## config.mk

```make
export PLATFORM = sky130hd
export DESIGN_NAME = dmem_arbiter
export DESIGN_NICKNAME = d
export VERILOG_FILES = /design/src/rtl/dmem_pkg.sv /design/src/rtl/dmem_arbiter_rr.sv /design/src/rtl/dmem_arbiter.sv
export SDC_FILE = /design/constraint.sdc
export NUM_CORES = 1
export LEC_CHECK = 0
export ABC_AREA = 1
export CAP_MARGIN = 40
export CORE_MARGIN = 3
export CORE_UTILIZATION = 40
export CTS_BUF_LIST = sky130_fd_sc_hd__clkbuf_4 sky130_fd_sc_hd__clkbuf_8 sky130_fd_sc_hd__clkbuf_16
export DETAILED_ROUTE_END_ITERATION = 6
export PLACE_DENSITY_LB_ADDON = 0.3
export SETUP_SLACK_MARGIN = 0.05
export SKIP_CTS_REPAIR_TIMING = 1
export SLEW_MARGIN = 10
export SYNTH_ARGS = -nofsm -noshare
export SYNTH_HDL_FRONTEND = slang
export SYNTH_HIERARCHICAL = 1
export SYNTH_SLANG_ARGS = --single-unit
```

## constraint.sdc

```tcl
create_clock -name clk -period 2.96 [get_ports clk]
set_clock_uncertainty 0.2 [all_clocks]
set_input_delay 0.74 -clock clk [delete_from_list [all_inputs] [get_ports clk]]
set_output_delay 0.74 -clock clk [all_outputs]
set_load 0.01 [all_outputs]
```

## src/rtl/dmem_pkg.sv

```systemverilog
`default_nettype none
// ============================================================================
// Module   : dmem_pkg
// Purpose  : Shared types and constants for the data-memory arbiter.
// Revision : 1.0
// ============================================================================
package dmem_pkg;

    localparam int DEF_ADDR_W = 32;
    localparam int DEF_DATA_W = 32;
    localparam int CNT_W      = 4;

    localparam logic PORT_CPU = 1'b0;
    localparam logic PORT_DMA = 1'b1;

    typedef enum logic [1:0] {
        IDLE  = 2'd0,
        ISSUE = 2'd1,
        RESP  = 2'd2
    } state_t;

endpackage
`default_nettype wire

```

## src/rtl/dmem_arbiter_rr.sv

```systemverilog
`default_nettype none
// ============================================================================
// Module   : rr_arbiter2
// Purpose  : Two-input round-robin pick; one-hot winner, zero when not advancing.
// Revision : 1.0
// ============================================================================
module rr_arbiter2
    import dmem_pkg::*;
(
    input  logic [1:0] req,
    input  logic       last_gnt,
    input  logic       advance,
    output logic [1:0] gnt
);

    always_comb begin
        gnt = 2'b00;
        if (advance) begin
            case (req)
                2'b01:   gnt = 2'b01;
                2'b10:   gnt = 2'b10;
                // On a tie the port that did not win last time goes first
                2'b11:   gnt = (last_gnt == PORT_DMA) ? 2'b01 : 2'b10;
                default: gnt = 2'b00;
            endcase
        end
    end

endmodule
`default_nettype wire

```

## src/rtl/dmem_arbiter.sv

```systemverilog
`default_nettype none
// ============================================================================
// Module   : dmem_arbiter
// Purpose  : Round-robin sequencer sharing one single-port data memory
//            between the CPU load/store unit and the DMA/debug loader.
// Revision : 1.0
// ============================================================================
module dmem_arbiter
    import dmem_pkg::*;
#(
    parameter int ADDR_W  = DEF_ADDR_W,
    parameter int DATA_W  = DEF_DATA_W,
    parameter int MEM_LAT = 1
) (
    input  logic              clk,
    input  logic              rst_n,
    input  logic              m0_req,
    input  logic              m0_we,
    input  logic [ADDR_W-1:0] m0_addr,
    input  logic [DATA_W-1:0] m0_wdata,
    output logic              m0_gnt,
    output logic              m0_rvalid,
    output logic [DATA_W-1:0] m0_rdata,
    output logic              m0_err,
    input  logic              m1_req,
    input  logic              m1_we,
    input  logic [ADDR_W-1:0] m1_addr,
    input  logic [DATA_W-1:0] m1_wdata,
    output logic              m1_gnt,
    output logic              m1_rvalid,
    output logic [DATA_W-1:0] m1_rdata,
    output logic              m1_err,
    output logic [ADDR_W-1:0] mem_addr,
    output logic [DATA_W-1:0] mem_wdata,
    output logic              mem_write,
    output logic              mem_read,
    input  logic [DATA_W-1:0] mem_rdata,
    output logic              busy
);

    state_t            r_state;
    state_t            w_state_next;
    logic              r_last_gnt;
    logic              r_port;
    logic              r_we;
    logic              r_first;
    logic [ADDR_W-1:0] r_addr;
    logic [DATA_W-1:0] r_wdata;
    logic [DATA_W-1:0] r_rdata;
    logic [CNT_W-1:0]  r_cnt;
    logic [1:0]        w_win;
    logic              w_arb_en;
    logic              w_misal;
    logic              w_read_issue;

    assign w_arb_en     = (r_state == IDLE) || (r_state == RESP);
    assign w_misal      = (r_addr[1:0] != 2'b00);
    assign w_read_issue = (r_state == ISSUE) && !r_we && !w_misal;

    rr_arbiter2 u_rr (
        .req      ({m1_req, m0_req}),
        .last_gnt (r_last_gnt),
        .advance  (w_arb_en),
        .gnt      (w_win)
    );

    always_ff @(posedge clk or negedge rst_n) begin
        if (!rst_n) begin
            r_state <= IDLE;
        end else begin
            r_state <= w_state_next;
        end
    end

    always_comb begin
        w_state_next = r_state;
        case (r_state)
            IDLE, RESP: w_state_next = (w_win != 2'b00) ? ISSUE : IDLE;
            ISSUE: begin
                if (r_we || w_misal) begin
                    w_state_next = IDLE;
                end else if (r_cnt == '0) begin
                    w_state_next = RESP;
                end
            end
            default: w_state_next = IDLE;
        endcase
    end

    // Command latch, read-latency down-counter and read-data capture
    always_ff @(posedge clk or negedge rst_n) begin
        if (!rst_n) begin
            r_last_gnt <= PORT_DMA;
            r_port     <= PORT_CPU;
            r_we       <= 1'b0;
            r_first    <= 1'b0;
            r_addr     <= '0;
            r_wdata    <= '0;
            r_rdata    <= '0;
            r_cnt      <= '0;
        end else begin
            r_first <= 1'b0;
            if (w_win != 2'b00) begin
                r_port     <= w_win[1];
                r_last_gnt <= w_win[1];
                r_first    <= 1'b1;
                r_we       <= w_win[1] ? m1_we    : m0_we;
                r_addr     <= w_win[1] ? m1_addr  : m0_addr;
                r_wdata    <= w_win[1] ? m1_wdata : m0_wdata;
                r_cnt      <= CNT_W'(MEM_LAT - 1);
            end else if (w_read_issue) begin
                if (r_cnt == '0) begin
                    r_rdata <= mem_rdata;
                end else begin
                    r_cnt <= r_cnt - CNT_W'(1);
                end
            end
        end
    end

    always_comb begin
        m0_gnt    = 1'b0;
        m0_err    = 1'b0;
        m0_rvalid = 1'b0;
        m0_rdata  = '0;
        m1_gnt    = 1'b0;
        m1_err    = 1'b0;
        m1_rvalid = 1'b0;
        m1_rdata  = '0;
        busy      = (r_state != IDLE);
        mem_addr  = r_addr;
        mem_wdata = r_wdata;
        mem_read  = w_read_issue;
        mem_write = (r_state == ISSUE) && r_first && r_we && !w_misal;
        if ((r_state == ISSUE) && r_first) begin
            if (r_port == PORT_CPU) begin
                m0_gnt = 1'b1;
                m0_err = w_misal;
            end else begin
                m1_gnt = 1'b1;
                m1_err = w_misal;
            end
        end
        if (r_state == RESP) begin
            if (r_port == PORT_CPU) begin
                m0_rvalid = 1'b1;
                m0_rdata  = r_rdata;
            end else begin
                m1_rvalid = 1'b1;
                m1_rdata  = r_rdata;
            end
        end
    end

endmodule
`default_nettype wire

```

==> metrics.txt, run 1 <==
Pleak=0.004880 uW; CTS Buf Count=9; ANT cells=0; Pwr Total=6905 uW; Area contributors post-synth=dfrtp_1 (51%), a21oi_1 (13%), nand2_1 (11%); largest net degree at the start of global routing=68; Final period util=92.34%; Power Dens Cells=789.9 nW/um^2; Placeable Area=12260 um^2; Avg Cell Area, Syn=7.651 um^2; Initial Util=41.81%; I/O Buffers=302; gr ovfl total=0; max-slew violation count=0; Vias=5549; critical-path maximum fanout=6; FILL cells=949; post-synthesis net count=838; Yosys top cell by area=dfrtp_1; Peak VDD IR=465.8 uV; CTS H-tree depth=3; clk sink count=106; slew margin rel.=48.68%; DRT antenna net count=0; share of layout cells above drive strength 1=4.603%; commonest cells after routing, fill and taps aside=clkdlybuf4s50_1 (239), nand2_1 (148), nor2_1 (137), a21oi_1 (130), dfrtp_1 (105); Rows=40; placed wire-length estimate=12840 um; # IOs=303; Root Buffer=clkbuf_16; drt first-iter violations=337; Final Setup Violations=0; Area Growth Syn to Fin=70.54%; outcome=finished, final reports clean; Crit path arrival time=1.79 ns; Crit. End Element=output port; WP data required=2.02 ns; clock slew at reported path FFs=0.07 ns; Max Cap Viol=0; register area=2654 um^2; Yosys top cell area share=51.26%; CP Class=flip-flop to output port; Cell Area, Synth=5126 um^2; clk buf depth=2; Syn. warnings=6; Worst-Skew Late Latency=0.34 ns; fin util=71.30%; Final Instance Area=8742 um^2; Die Y=119.2 um; Synth Register Bits=106; RSZ-0062 raised after global routing=false; GR Util All Layers=23.75%; first-pass GRT wire length=27270 um; Post-Route WL=17920 um; Min-Delay Path Class=input pin to async pin; Mapped Cells=670; Placed Area=8288 um^2; CTS tree=done; Fin. Hold Viols=0; DRC=0; FMAX=0.3659 GHz; startpoint types=flip-flop; area of the multi-input gates=2083 um^2; worst hold slack=0.1487 ns; Die Span X=119.2 um; initial antenna violation count=0; Die ar.=14210 um^2; nets=1119; routed vias/inst=4.937; post-synthesis sequential area ratio=51.77%; Placer Congestion=0.8385; commonest non-fill, non-tap cell in the layout=clkdlybuf4s50_1; slew of the pin with the lowest slew margin=0.7679 ns; number of global-route vias before repair=5461; WL/cell=15.94 um; crit path time final=2.733 ns; post-synth cell types=21; First-pass DRT Iterations=4
-- worst paths after layout --
kind	cells past startpoint	slack, ns	to	start
setup / recovery	6	0.23	m0_rdata[22]	r_state[0]
hold / removal	1	0.15	mem_wdata[10]	rst_n
setup reg to reg	6	1.00	r_rdata[7]	r_cnt[0]
hold reg to reg	2	0.28	r_rdata[0]	r_rdata[0]
max in group asynchronous	2	1.74	r_last_gnt	rst_n
min in group clk	2	0.28	r_rdata[0]	r_rdata[0]
-- power breakdown --
group | switching [uW] | internal (uW) | total, uW | leakage, uW
combinational | 1750 | 1560 | 3310 | 0.00346
sequential | 351 | 2060 | 2410 | 0.00127
clock | 521 | 660 | 1180 | 0.000145
-- metal layers --
layer	wire (um)	GRT usage, %	share of wire (%)	up-vias
met3	1580	7.360	8.8	30
li1	-	-	-	2689
met2	9048	42.21	50	241
met4	393	7.748	2.2	0
met5	0	0	0	-
met1	6897	27.07	38	2589
-- sequential cells by signal, summed over array words and instances, names as in the netlist --
| signal | cells |
|---|---|
| r_last_gnt | 1 |
| mem_wdata | 32 |
| r_cnt | 4 |
| r_we | 1 |
| r_first | 1 |
| r_state | 2 |
| r_rdata | 32 |
| r_port | 1 |
| mem_addr | 32 |
-- critical path, cell delays in order, from the launching register on --
cell,delay (ns)
dfrtp_1,0.41
nor2_1,0.11
inv_1,0.07
nor2_2,0.11
inv_2,0.09
nor2_1,0.12
clkdlybuf4s50_1,0.55
-- logic make-up after synthesis --
group                    synth area share (%)
flip-flops                              51.77
adder cells (fa/ha/maj)                0.4881
AO/OA/AOI/OAI                           13.13
XOR/XNOR                               0.1709
buffers and inverters                   7.908
AND/OR/NAND/NOR                         26.53
-- per-stage QoR --
step / worst slack [ns] / TNS [ns] / cells
after floorplan: 0.8283 / 0 / 670
after global placement: 0.3761 / 0 / 1108
after detailed placement: 0.3488 / 0 / 1108
after CTS: -0.03054 / -0.1848 / 1124
after global routing: 0.05966 / 0 / 1124
final: 0.2267 / 0 / 1124
-- area by class of cell --
type	count	area share, %
Timing Repair Buffer	314	38.11
Clock inverter	6	0.6584
Tap cell	168	2.404
Sequential cell	106	30.36
Multi-Input combinational cell	474	23.83
Clock buffer	10	2.662
Inverter	46	1.975
-- synth_stat cells (all sizes together) --
master  count
dfstp       1
nor4        1
nand3      42
nor3        2
buf        33
xor2        1
clkbuf     11
nor2      144
nand2     148
ha          2
o21ai       2
inv        46
a22oi       1
dfrtp     105
a21oi     131
Note: power is estimated with default switching activity, not from simulation.
==> run 2, diff against run 1 <==
- HOLD_SLACK_MARGIN: unset -> 0.02
==> results of run 2 <==
The final DEF is identical to that of run 1; final timing and power are the same.
==> run 3, diff against run 2 <==
- CORE_MARGIN: 3 -> 5
- PLACE_DENSITY_LB_ADDON: 0.3 -> 0.15
==> run 3 against run 2 <==
Critical path depth down 2. Hold slack better by 0.083 ns. Critical endpoint is now mem_read. Via count down 1.5%. Maximum frequency down 1.7%. Sequential share of layout area up 0.083 points. Clock power down 8%.
==> metrics.txt, run 3 (same netlist as run 1, synthesis figures left out) <==
CP Cell Sequence=nor2_4 > nand2_1 > nor2_2 > clkdlybuf4s50_1; nets=1118; Die Span X=123.2 um; Min-Delay Path Class=input pin to async pin; fin util=69.37%; setup_tns=0 ns; Post-Route WL=18070 um; R2R cell count=6; commonest non-fill, non-tap cell in the layout=clkdlybuf4s50_1; Crit. End Element=output port; Placed Area=8273 um^2; Pleak=0.004935 uW; Worst-Skew Late Latency=0.33 ns; worst hold slack=0.2315 ns; gr ovfl total=0; largest net degree at the start of global routing=107; Power Dens Cells=779.3 nW/um^2; Max Cap Viol=0; Placer Congestion=0.7940; share of layout cells above drive strength 1=4.307%; placed wire-length estimate=12890 um; max-slew violation count=0; outcome=finished, final reports clean; Area Growth Syn to Fin=70.08%; FMAX=0.3596 GHz; Die Y=123.2 um; reg2reg end=r_rdata[26]; I/O Buffers=302; First-pass DRT Iterations=4; crit path time final=2.781 ns; clock slew at reported path FFs=0.07 ns; Pwr Total=6794 uW; CTS Buf Count=9; clk sink count=106; CTS tree=done; critical path's slowest cell=clkdlybuf4s50_1; commonest cells after routing, fill and taps aside=clkdlybuf4s50_1 (235), nand2_1 (147), nor2_1 (138), a21oi_1 (130), dfrtp_1 (105); CTS H-tree depth=3; ANT cells=0; WP data required=2.02 ns; CP Launch Point=mem_addr[1]; slew margin rel.=49.61%; DRT antenna net count=0; RR Startpoint=r_cnt[0]; DRC=0; number of global-route vias before repair=5294; clk buf depth=2; Root Buffer=clkbuf_16; WL/cell=16.07 um; Vias=5465; Placeable Area=12570 um^2; RSZ-0062 raised after global routing=false; Initial Util=40.79%; initial antenna violation count=0; Final period util=93.94%; critical-path maximum fanout=5; startpoint types=flip-flop; Crit path arrival time=1.84 ns; first-pass GRT wire length=26930 um; Final Instance Area=8718 um^2; slew of the pin with the lowest slew margin=0.7540 ns; Peak VDD IR=565.2 uV; Largest stage delay, worst path=0.62 ns; Rows=41; # IOs=303; CP Class=flip-flop to output port; Final Setup Violations=0; reg2reg setup slack=0.99 ns; GR Util All Layers=22.70%; Fin. Hold Viols=0; routed vias/inst=4.862; Die ar.=15180 um^2; drt first-iter violations=396
[run 3: metrics by stage]
stage          std cells  setup WS [ns]
4_1_cts             1124        0.01067
2_1_floorplan        670         0.8283
6_report            1124         0.1795
3_5_place_dp        1111         0.2711
3_3_place_gp        1111         0.2885
5_1_grt             1124        0.09117
[run 3: final cells by class]
class / count / area, um^2
Inverter: 46 / 172.7
Clock buffer: 12 / 247.7
Tap cell: 172 / 215.2
Multi-Input combinational cell: 474 / 2095
Clock inverter: 1 / 5.005
Fill cell: 1043 / 3850
Timing Repair Buffer: 313 / 3329
Sequential cell: 106 / 2654
[run 3: worst max path at each step]
stage | to | slack (ns) | cells after the start
after floorplan | m1_rdata[10] | 0.83 | 6
after global placement | r_cnt[3] | 0.29 | 8
after detailed placement | r_cnt[3] | 0.27 | 8
after CTS | m1_rdata[5] | 0.01 | 7
after global routing | mem_read | 0.09 | 4
final | mem_read | 0.18 | 4
[run 3: worst max-delay path, delay by kind of cell, from the launching register on]
kind | cells | cell delay [ns]
simple gates | 3 | 0.45
buf+inv | 1 | 0.62
flops | 1 | 0.44
[run 3: where the power goes]
part / total (uW) / leakage, uW / internal [uW] / switching [uW]
clock network: 1080 / 0.000129 / 585 / 493
logic: 3320 / 0.00353 / 1560 / 1760
registers: 2400 / 0.00127 / 2060 / 340
[run 3: routing by layer]
metal / part of all wire, % / up-vias / track usage (%) / wire, um
met1: 38 / 2525 / 26.69 / 6930
met2: 48 / 234 / 38.33 / 8702
met4: 2.3 / 0 / 8.097 / 415
met5: 0 / - / 0 / 0
met3: 11 / 26 / 8.097 / 2018
li1: - / 2680 / - / -
